File: config.mk
export PLATFORM = sky130hd
export DESIGN_NAME = systolic_ctrl
export DESIGN_NICKNAME = d
export VERILOG_FILES = /design/src/rtl/systolic_ctrl.sv
export SDC_FILE = /design/constraint.sdc
export NUM_CORES = 1
export LEC_CHECK = 0
export ABC_AREA = 1
export CAP_MARGIN = 30
export CORE_UTILIZATION = 45
export DETAILED_ROUTE_END_ITERATION = 7
export HOLD_SLACK_MARGIN = 0.05
export PLACE_DENSITY = 0.7
export SETUP_SLACK_MARGIN = 0.2
export SLEW_MARGIN = 20
export SYNTH_ARGS = -nofsm -noshare
export SYNTH_HDL_FRONTEND = slang
export SYNTH_SLANG_ARGS = --single-unit
export TNS_END_PERCENT = 5
File: constraint.sdc
create_clock -name clk -period 3.03 [get_ports clk]
set_input_delay 0.909 -clock clk [delete_from_list [all_inputs] [get_ports clk]]
set_output_delay 0.909 -clock clk [all_outputs]
set_load 0.02 [all_outputs]
File: src/rtl/systolic_ctrl.sv
// Sequencer for an N x N systolic array: streams SRAM rows in, advances the array,
// and walks the output diagonals with downstream backpressure, over one or more tiles.
module systolic_ctrl #(
    parameter int unsigned ARRAY_SIZE  = 8,
    parameter int unsigned CYCLE_BITS  = 9,
    parameter int unsigned MATRIX_BITS = 6,
    parameter int unsigned ADDR_BITS   = 10,
    parameter int unsigned TILE_BITS   = 8
) (
    input  logic                   clk,
    input  logic                   srstn,
    input  logic                   start,
    input  logic                   abort,
    input  logic [TILE_BITS-1:0]   tile_num,
    input  logic [ADDR_BITS-1:0]   base_addr,
    input  logic                   out_ready,
    output logic                   sram_ren,
    output logic [ADDR_BITS-1:0]   sram_raddr,
    output logic                   alu_start,
    output logic [CYCLE_BITS-1:0]  cycle_num,
    output logic [MATRIX_BITS-1:0] matrix_index,
    output logic                   out_valid,
    output logic                   busy,
    output logic                   done
);

    localparam int unsigned LAST = 3 * ARRAY_SIZE;

    typedef enum logic [1:0] {StIdle, StRun, StHold, StDone} state_e;

    state_e                 state_q;
    logic [TILE_BITS-1:0]   tile_q;
    logic [TILE_BITS-1:0]   tiles_q;
    logic [ADDR_BITS-1:0]   base_q;

    logic                   accept;
    logic                   at_last;
    logic                   more_tiles;
    logic [CYCLE_BITS-1:0]  cyc_adv;
    logic [TILE_BITS-1:0]   tile_adv;
    logic [ADDR_BITS-1:0]   addr_adv;
    logic                   ren_adv;
    logic                   ov_adv;
    logic [MATRIX_BITS-1:0] mi_adv;

    // Values the registered outputs take when the current array cycle is accepted.
    always_comb begin
        accept     = !out_valid || out_ready;
        at_last    = (cycle_num == CYCLE_BITS'(LAST));
        // tile_q < tiles_q always holds, so tile_q+1 cannot overflow here
        more_tiles = ((tile_q + 1'b1) != tiles_q);
        cyc_adv    = at_last ? '0 : cycle_num + 1'b1;
        tile_adv   = at_last ? tile_q + 1'b1 : tile_q;
        addr_adv   = base_q + ADDR_BITS'(tile_adv) * ADDR_BITS'(ARRAY_SIZE)
                   + ADDR_BITS'(cyc_adv);
        ren_adv    = (cyc_adv < CYCLE_BITS'(ARRAY_SIZE));
        ov_adv     = (cyc_adv >= CYCLE_BITS'(ARRAY_SIZE + 2));
        mi_adv     = MATRIX_BITS'(cyc_adv - CYCLE_BITS'(ARRAY_SIZE + 2));
    end

    always_ff @(posedge clk or negedge srstn) begin
        if (!srstn) begin
            state_q      <= StIdle;
            tile_q       <= '0;
            tiles_q      <= '0;
            base_q       <= '0;
            sram_ren     <= 1'b0;
            sram_raddr   <= '0;
            alu_start    <= 1'b0;
            cycle_num    <= '0;
            matrix_index <= '0;
            out_valid    <= 1'b0;
            busy         <= 1'b0;
            done         <= 1'b0;
        end else begin
            done <= 1'b0;
            unique case (state_q)
                StIdle: begin
                    if (start && !abort) begin
                        state_q    <= StRun;
                        busy       <= 1'b1;
                        tile_q     <= '0;
                        tiles_q    <= (tile_num == '0) ? TILE_BITS'(1) : tile_num;
                        base_q     <= base_addr;
                        cycle_num  <= '0;
                        alu_start  <= 1'b1;
                        sram_ren   <= 1'b1;
                        sram_raddr <= base_addr;
                        out_valid  <= 1'b0;
                    end
                end
                StRun, StHold: begin
                    if (abort) begin
                        state_q   <= StIdle;
                        busy      <= 1'b0;
                        alu_start <= 1'b0;
                        sram_ren  <= 1'b0;
                        out_valid <= 1'b0;
                        cycle_num <= '0;
                    end else if (!accept) begin
                        // diagonal not taken: freeze everything, stop the array
                        state_q   <= StHold;
                        alu_start <= 1'b0;
                    end else if (at_last && !more_tiles) begin
                        state_q   <= StDone;
                        alu_start <= 1'b0;
                        sram_ren  <= 1'b0;
                        out_valid <= 1'b0;
                        done      <= 1'b1;
                    end else begin
                        state_q   <= StRun;
                        tile_q    <= tile_adv;
                        cycle_num <= cyc_adv;
                        alu_start <= 1'b1;
                        sram_ren  <= ren_adv;
                        out_valid <= ov_adv;
                        if (ren_adv) sram_raddr <= addr_adv;
                        if (ov_adv) matrix_index <= mi_adv;
                    end
                end
                StDone: begin
                    state_q <= StIdle;
                    busy    <= 1'b0;
                end
                default: begin
                    state_q <= StIdle;
                    busy    <= 1'b0;
                end
            endcase
        end
    end

endmodule

### Word-level counts from Yosys, hierarchy flattened

Cells that the tools add are included.

| word-level totals | value |
|---|---|
| input port bits | 23 |
| output and inout port bits | 30 |
| bits in registers | 58 |

| operators by class | value |
|---|---|
| reductions and logical operators | 19 |
| mux-type cells | 44 |
| equal/unequal tests | 14 |
| bitwise operators | 2 |
| magnitude comparators | 2 |
| add/subtract/negate cells | 5 |

Operators with widths:

| operator | count |
|---|---|
| 2-to-1 mux 10 bit | 5 |
| 2-to-1 mux 8 bit | 6 |
| 2-to-1 mux 9 bit | 5 |
| case mux 10 bit (2 select lines) | 1 |
| case mux 9 bit (2 select lines) | 1 |
| 2-to-1 mux 1 bit | 16 |
| case mux 8 bit (2 select lines) | 1 |
| != test 2 bit (second input constant) | 7 |
| AND reduction 6 bit | 2 |
| adder 10 bit | 1 |
| adder 10 x 9 -> 10 bit | 1 |
| AND reduction 5 bit | 2 |
| adder 9 x 1 -> 9 bit (second input constant) | 1 |
| equality test 9 x 5 -> 1 bit (second input constant) | 1 |
| >= comparator 9 x 4 -> 1 bit (second input constant) | 1 |
| less-than comparator 9 x 4 -> 1 bit (second input constant) | 1 |
| adder 8 x 1 -> 8 bit (second input constant) | 1 |
| logical NOT 8 bit | 1 |
| 2-to-1 mux 2 bit | 4 |
| != test 8 bit | 1 |
| != test 3 bit (second input constant) | 2 |
| case mux 1 bit (2 select lines) | 3 |
| case mux 2 bit (3 select lines) | 1 |
| AND reduction 2 bit | 3 |
| other kinds (13) | 18 |

### Depth between registers and ports, before layout

Gate-level depths: netlist (run 1).

| logic depth | value |
|---|---|
| word-level depth | 9 |
| gate-level depth with buffers | 22 |

### Least setup slack after synthesis (run 1)

No wires, ideal clock.

| timing | value |
|---|---|
| path kind | reg2reg |
| start | reg cycle_num[0] |
| end | reg sram_raddr[9] |
| stages on the path, launching flop included | 21 |
| period minus slack after synthesis | 3.051 ns |
| arrival | 2.934 ns |
| slack | -0.021 ns |
| buffers on the path | 0 |
| setup time | 0.117 ns |
| cells stage by stage | dfrtp_1 > inv_1 > ha_1 > inv_1 > nor2_1 > nand2_1 > nor2_2 > inv_2 > o21ai_0 > inv_1 > fa_1 > inv_1 > ha_1 > nand2_1 > nand3_1 > a21oi_1 > nand3_1 > nand3_1 > nand2_1 > nand3_1 > nand2_1 |

| between the ends | value |
|---|---|
| word-level cells in the longest chain between the ends | 9 |
| elaborated cells between the ends (all ways) | 16 |

Ends and longest elaborated chain:

| what | RTL line | RTL |
|---|---|---|
| from (decl) | 20 | `output logic [CYCLE_BITS-1:0] cycle_num,` |
| from (signal assigned) | 113 | `cycle_num <= cyc_adv;` |
| equality test 9 x 5 -> 1 bit | 49 | `at_last = (cycle_num == CYCLE_BITS'(LAST));` |
| 2-to-1 mux 8 bit | 53 | `tile_adv = at_last ? tile_q + 1'b1 : tile_q;` |
| adder 10 bit | 54 | `addr_adv = base_q + ADDR_BITS'(tile_adv) * ADDR_BITS'(ARRAY_SIZE)` |
| adder 10 x 9 -> 10 bit | 55 | `+ ADDR_BITS'(cyc_adv);` |
| 2-to-1 mux 10 bit | 117 | `if (ren_adv) sram_raddr <= addr_adv;` |
| 2-to-1 mux 10 bit | 104 | `end else if (at_last && !more_tiles) begin` |
| 2-to-1 mux 10 bit | 100 | `end else if (!accept) begin` |
| 2-to-1 mux 10 bit | 93 | `if (abort) begin` |
| case mux 10 bit (2 select lines) | 77 | `unique case (state_q)` |
| to (signal assigned) | 88 | `sram_raddr <= base_addr;` |
| to (signal assigned) | 117 |  |
| to (decl) | 18 | `output logic [ADDR_BITS-1:0] sram_raddr,` |

Several ways; a longest one is shown, not always the timed one. The select of a mux whose other input is x is not followed.
A chain may end at the register's enable or synchronous reset.

### Final worst setup path (run 1)

| timing | value |
|---|---|
| start | reg cycle_num[0] |
| end | reg sram_raddr[6] |

Same word-level chain as after synthesis.

==> results.tsv, run 1 <==
stage	metric	value	unit
status	outcome	complete, but fails checks	
status	failing checks	design-rule violations	
synth	Yosys cell types	41	
cts	CTS tree	done	
worst_setup_path	Worst Path Required	3270	ps
sta	Slew headroom	48.6	%
die	height of the die	97.6	um
route	TritonRoute pass-1 iters	8	
route	met3 routed WL	551	um
place	Post-DP HPWL	8440	um
worst_setup_path	CP arrival	3270	ps
layout	Fillers	786	
layout	Nets	677	
layout	fin util	61.0	%
synth	Synth area leaders	dfrtp_1 35%, nand2_1 14%, nand3_1 7.1%, ha_1 5.8%, inv_1 5.7%	
cts	clk_lat worst skew	360	ps
worst_setup_path	crit path from	cycle_num[0]	
place	RePlAce Congestion	0.928	
layout	n_diodes	0	
grt	pin count of the biggest net entering global routing	32	
sta	max frequency	0.330	GHz
sta	final setup skew	16.2	ps
sta	Min Clock Period, post-route	3030	ps
grt	antenna violations before repair	0	
die	std cell rows	34	
worst_setup_path	Worst R2R Setup Slack	1	ps
cts	H-tree depth	3	
worst_setup_path	critical path class	register to register	
run	max-cap check violation count	0	
route	routed vias	3953	
synth	Synth area leader	dfrtp_1	
power	Lkg Pwr	2.63	nW
route	initial DRC count	243	
layout	Finished Cell Area	0.00537	mm^2
worst_setup_path	CP endpoint kind	register	
power	Power Density	739	mW/mm^2
route	residual DRC count	8	
worst_setup_path	CP max stage cell	fa_1	
synth	Yosys warning total	0	
worst_setup_path	Worst Path Buf+Inv	3	
grt	gr ovfl total	0	
worst_setup_path	critical-path cell list	inv_2 > ha_4 > inv_2 > nor2_1 > nand2_1 > nor2_4 > buf_6 > xor2_4 > fa_1 > ha_4 > a21oi_2 > nand2_2 > a21oi_2 > xor2_1 > o21ai_1 > nand3_1 > nand2_1	
cts	Hold Buf Count CTS	0	
layout	most frequent cells in the layout	147 x nand2_1, 56 x inv_1, 56 x nand3_1	
power	VDD IR max	441	uV
layout	Multi-input gate area	0.00247	mm^2
route	vias per std cell	5.33	
place	PortBufs	52	
cts	Num CTS Buffers	9	
sta	Final period util	100	%
cts	clock tree sinks	58	
grt	vias in the first global route	3978	
synth	Mean Syn Cell Area	7.58	um^2
die	Initial Util	46.7	%
synth	Post-Synthesis Cells	543	
die	Chip Width	97.6	um
synth	Seq/Total Area, Yosys	35.3	%
synth	syn nets	591	
worst_setup_path	CP max FO	8	
route	Final ANT Viol Nets	0	
die	Core ar.	0.00881	mm^2
place	Setup Slack @ Placement	-17.1	ps
sta	final setup margin	1.12	ps
die	die area	0.00953	mm^2
die	Boundary Pins	53	
layout	register area	0.00146	mm^2
sta	Fin. Hold Viols	0	
sta	Fin Hold WS	476	ps
synth	share of the synthesized area in the top cell type	35.3	%
route	post-DR wirelength/cell	15.0	um
synth	#FFs+latches synth	58	
route	M1 WL	4970	um
route	Top Metal Used	met4	
sta	RSZ-0062 raised after global routing	true	
hold_path	min-delay src	sram_raddr[4]	
layout	most common cell after layout, fill and taps aside	nand2_1	
sta	Worst-Margin Slew	770	ps
grt	Overall Global Routing Usage	25.4	%
sta	final slew viol count	0	
worst_setup_path	Worst Setup Start Kind	register	
worst_setup_path	r2r startpoint	cycle_num[0]	
hold_path	hold crit path type	register to register	
route	routed wire length	11200	um
grt	global-route wire length before repair	19000	um
worst_setup_path	max incr delay on CP	470	ps
sta	final setup fails	0	
layout	Synth-to-Final Area Change	30.5	%
route	DR WL met2	5340	um
place	Area after DPL	0.00501	mm^2
synth	Post-Syn Area	0.00411	mm^2
cts	Root Driver	clkbuf_8	
worst_setup_path	delay-heaviest family, CP	adder cells	
cts	Clock transition at path regs	80	ps
layout	fraction of layout cells with a size suffix above 1	21.3	%
cts	Max clock buf depth	2	
## synth_stat cells (all sizes together)
| master | n |
|---|---|
| o21ai | 44 |
| o22ai | 2 |
| dfrtp | 58 |
| ha | 19 |
| nor4 | 1 |
| a21o | 2 |
| fa | 6 |
| nand3b | 2 |
| inv | 69 |
| mux2 | 4 |
| nand3 | 61 |
| xnor2 | 7 |
| buf | 9 |
| a21oi | 17 |
| nor3 | 5 |
| xor2 | 7 |
| o21a | 1 |
| nor2 | 41 |
| o21bai | 3 |
| a31oi | 1 |
| nand2 | 163 |
| clkbuf | 6 |
| nand4 | 15 |
## flip-flops by register name (all words and copies together) (netlist names)
signal / count
alu_start: 1
base_q: 10
busy: 1
cycle_num: 9
done: 1
matrix_index: 6
out_valid: 1
sram_raddr: 10
sram_ren: 1
state_q: 2
tile_q: 8
tiles_q: 8
## report_power, final
group	switching [mW]	leakage (nW)	internal [mW]
sequential	0.140	0.742	0.993
combinational	1.18	1.78	0.806
clock	0.361	0.112	0.487
## cell type report
type / count / share of cell area [%]
sequential: 58 / 27.1
clock buffer: 10 / 2.56
inverter: 69 / 4.87
timing repair buffer: 90 / 15.3
multi-input combinational: 401 / 46.0
tap: 108 / 2.52
clock inverter: 6 / 1.68
## layer usage
layer,GRT usage (%),vias up
met5,0,-
met4,10.1,0
met3,4.68,27
met2,42.0,119
met1,32.7,1870
li1,-,1937
## logic make-up (layout without fill, tap and decap cells)
logic type,after synthesis,after routing,share of synthesized area (%)
AO/OA/AOI/OAI,70,70,10.1
XOR/XNOR,14,14,3.44
adder cells (fa/ha/maj),25,25,8.70
buffers and inverters,84,175,8.79
flip-flops,58,58,35.3
multiplexers,4,4,1.09
AND/OR/NAND/NOR,288,288,32.6
## worst register-to-register path, cell delays in order, from the launching register on
cell and delay, ps:
dfrtp_2 440, inv_2 70, ha_4 130, inv_2 30
nor2_1 70, nand2_1 100, nor2_4 200, buf_6 170
xor2_4 170, fa_1 470, ha_4 260, a21oi_2 140
nand2_2 90, a21oi_2 140, xor2_1 210, o21ai_1 90
nand3_1 90, nand2_1 60
## worst paths after layout
kind                                  to  cells past startpoint
setup / recovery           sram_raddr[6]                     17
hold / removal             sram_raddr[4]                      2
setup reg to reg           sram_raddr[6]                     17
hold reg to reg            sram_raddr[4]                      2
max in group asynchronous  sram_raddr[7]                      2
min in group asynchronous   cycle_num[4]                      1
## through the flow
stage	TNS, ps	cells	power (mW)
global placement	0	715	2.99
detailed placement	-17.1	715	3.04
floorplan	0	543	2.45
global route	-936	742	4.27
CTS	0	740	3.96
finish	0	742	3.97
## what timing repair did
item | CTS | global route
cloned | 0 | 0
resized for setup | 9 | 4
buffers inserted | 9 | 2
endpoints found under the setup margin | 6 | 7
pin swaps | 11 | 7
Note: power is estimated with default switching activity, not from simulation.
==> run 2, diff against run 1 <==
--- a/config.mk
+++ b/config.mk
@@ -7,11 +7,12 @@
 export LEC_CHECK = 0
 export ABC_AREA = 1
 export CAP_MARGIN = 30
-export CORE_UTILIZATION = 45
+export CORE_UTILIZATION = 51
 export DETAILED_ROUTE_END_ITERATION = 7
 export HOLD_SLACK_MARGIN = 0.05
-export PLACE_DENSITY = 0.7
+export PLACE_DENSITY = 0.77
 export SETUP_SLACK_MARGIN = 0.2
+export SKIP_LAST_GASP = 1
 export SLEW_MARGIN = 20
 export SYNTH_ARGS = -nofsm -noshare
 export SYNTH_HDL_FRONTEND = slang
==> run 2 against run 1 <==
The run now ends clean. Flip-flop and latch count stayed put. Register-to-register slack improved by 60 ps. Final cell count is 2.3% lower. First-iteration DRC count increased by 23%. Global-route usage rose by 2.7 points. Sequential share of layout area rose by 0.51 points. Worst hold slack worse by 1.3 ps. Wire length decreased by 3.9%. Die area decreased by 12%. Critical path type unchanged.
==> results.tsv, run 2 (synthesis results as in run 1) <==
stage	metric	value	unit	change
status	outcome	finished, final reports clean		
hold_path	hold crit path type	register to register		
worst_setup_path	crit path from	cycle_num[0]		
route	Final ANT Viol Nets	0		unchanged
die	Boundary Pins	53		unchanged
worst_setup_path	CP max FO	6		-2
layout	Largest regs	base_q (10), sram_raddr (10), cycle_num (9)		
sta	setup_tns	0	ps	unchanged
power	Sw Share	42.6	%	+0.17 points
worst_setup_path	Reg2Reg Depth	19		+2
route	routed wire length	10700	um	-3.9%
sta	Worst-Margin Slew	621	ps	-150 ps
worst_setup_path	Worst R2R Setup Slack	60	ps	+60 ps
place	RePlAce Congestion	0.895		-3.5%
hold_path	min-delay src	sram_raddr[0]		
grt	global-route wire length before repair	18500	um	-2.5%
power	Int Power	2.25	mW	-1.4%
power	sequential share of power	28.8	%	+0.3 points
layout	Final Non-Filler Cells	725		-2.3%
grt	vias in the first global route	3892		-2.2%
sta	final slew viol count	0		unchanged
worst_setup_path	max incr delay on CP	560	ps	+90 ps
worst_setup_path	Worst Setup Start Kind	register		
die	Initial Util	53.0	%	+6.2 points
place	Inst Count DP	705		-1.4%
layout	Synth-to-Final Area Change	28.1	%	
layout	fraction of layout cells with a size suffix above 1	19.6	%	-1.7 points
place	Post-DP HPWL	8040	um	-4.8%
sta	Final period util	98.0	%	-2.0 points
sta	Min Clock Period, post-route	2970	ps	-59.4 ps
route	initial DRC count	298		+23%
power	combinational cell fraction of total power	49.9	%	-0.2 points
worst_setup_path	critical path class	register to register		
sta	Fin. Hold Viols	0		unchanged
cts	Max clock buf depth	2		unchanged
cts	H-tree depth	3		unchanged
grt	Overall Global Routing Usage	28.1	%	+2.7 points
grt	gr ovfl total	0		unchanged
layout	n_diodes	0		unchanged
route	vias per std cell	5.40		+1.3%
worst_setup_path	crit-path most repeated cell	inv_2		
power	VDD IR max	479	uV	+8.7%
cts	clk_lat worst skew	350	ps	about the same
layout	most common cell after layout, fill and taps aside	nand2_1		
worst_setup_path	CP max stage cell	fa_1		
die	Core ar.	0.00777	mm^2	-12%
place	PortBufs	52		unchanged
cts	Clock transition at path regs	80	ps	about the same
hold_path	WHS Path Cells	2		unchanged
worst_setup_path	critical-path cell list	inv_2 > ha_4 > inv_2 > nor2_1 > nand2_1 > nor2_4 > buf_6 > nor2_2 > nand2_2 > inv_2 > fa_1 > ha_4 > a21oi_2 > nand2_2 > a21oi_2 > xor2_1 > o21ai_1 > nand3_1 > nand2_1		
grt	antenna violations before repair	0		unchanged
power	Lkg Pwr	2.57	nW	-2.4%
worst_setup_path	CP endpoint kind	register		
cts	CTS tree	done		
die	std cell rows	32		-5.9%
layout	Nets	666		-1.6%
cts	Hold Buf Count CTS	0		unchanged
layout	Fillers	636		-19%
layout	most frequent cells in the layout	148 x nand2_1, 58 x inv_1, 56 x nand3_1		
sta	final setup margin	60.5	ps	+59.4 ps
sta	Slew headroom	58.6	%	+10 points
sta	RSZ-0062 raised after global routing	true		
route	routed vias	3914		-0.99%
sta	max frequency	0.337	GHz	+2.0%
run	max-cap check violation count	0		unchanged
worst_setup_path	worst r2r dst	sram_raddr[6]		
route	TritonRoute pass-1 iters	5		-3
power	Psw	1.67	mW	-0.67%
layout	fin util	67.8	%	+6.9 points
power	Clk pwr share	21.2	%	-0.2 points
worst_setup_path	CP arrival	3200	ps	-70 ps
worst_setup_path	Worst Path Buf+Inv	4		+1
sta	final setup skew	11.0	ps	-5.23 ps
cts	clock tree sinks	58		unchanged
hold_path	Worst Hold Endpoint	sram_raddr[0]		
grt	pin count of the biggest net entering global routing	34		+6.3%
worst_setup_path	delay-heaviest family, CP	adder cells		
route	post-DR wirelength/cell	14.8	um	-1.6%
place	Setup Slack @ Placement	70.6	ps	+87.6 ps
worst_setup_path	Worst Path Required	3260	ps	about the same
cts	Root Driver	clkbuf_8		
cts	Num CTS Buffers	9		unchanged
sta	final setup fails	0		unchanged
die	height of the die	91.8	um	-5.9%
route	residual DRC count	0		-8
power	Power Density	745	mW/mm^2	+0.80%
die	Chip Width	91.8	um	-5.9%
die	die area	0.00843	mm^2	-12%
worst_setup_path	r2r startpoint	cycle_num[0]		
[run 2: cell count changes in the layout (fill, tap and decap cells not counted), sizes merged]
cell,delta
clkinv,-2
inv,+1
clkinvlp,+1
buf,-11
[run 2: final cells by class]
cell class,instances,area (um^2),area share (%)
clock buffer,10,138,2.61
clock inverter,6,88.8,1.69
inverter,69,262,4.96
multi-input combinational,401,2470,46.8
sequential,58,1460,27.6
tap,102,128,2.42
timing repair buffer,79,732,13.9
[run 2: worst register-to-register path, cell delays in order, from the launching register on]
cell and delay [ps]:
dfrtp_2 420, inv_2 70, ha_4 130, inv_2 30, nor2_1 70, nand2_1 100, nor2_4 160, buf_6 160
nor2_2 40, nand2_2 80, inv_2 40, fa_1 560, ha_4 240, a21oi_2 140, nand2_2 100, a21oi_2 140
xor2_1 160, o21ai_1 90, nand3_1 80, nand2_1 50
[run 2: through the flow]
step	cell area [um^2]	hold slack, ps	total power, mW
after floorplan	4250	453	2.45
after global placement	4970	457	2.98
after detailed placement	4970	457	3.03
after CTS	5260	477	3.93
after global routing	5270	497	4.22
final	5270	474	3.93
[run 2: per-layer routing]
layer / routed length, um / vias to the layer above / GRT usage, %
met4: 325 / 0 / 12.0
met2: 4920 / 151 / 45.6
met3: 638 / 32 / 4.89
met1: 4850 / 1821 / 37.0
li1: - / 1910 / -
met5: 0 / - / 0
[run 2: repair_timing]
item,in CTS,in global routing
gates resized for setup,8,2
pin swaps,10,0
cloned,1,0
setup endpoints to repair,6,7
buffers inserted,3,0
[run 2: power by group through the flow]
stage          clock network [mW]  logic [mW]  registers [mW]
2_1_floorplan                   0        1.22            1.23
3_3_place_gp                    0        1.84            1.14
3_5_place_dp                    0        1.89            1.14
4_1_cts                     0.846        1.95            1.13
5_1_grt                     0.875        2.19            1.15
6_report                    0.834        1.96            1.13
[run 2: worst max path at each step]
stage,endpoint,slack (ps),depth (start not counted)
CTS,sram_raddr[6],120,19
detailed placement,sram_raddr[9],70,20
floorplan,sram_raddr[6],190,17
global route,sram_raddr[8],-160,20
finish,sram_raddr[6],60,19
global placement,sram_raddr[8],110,15
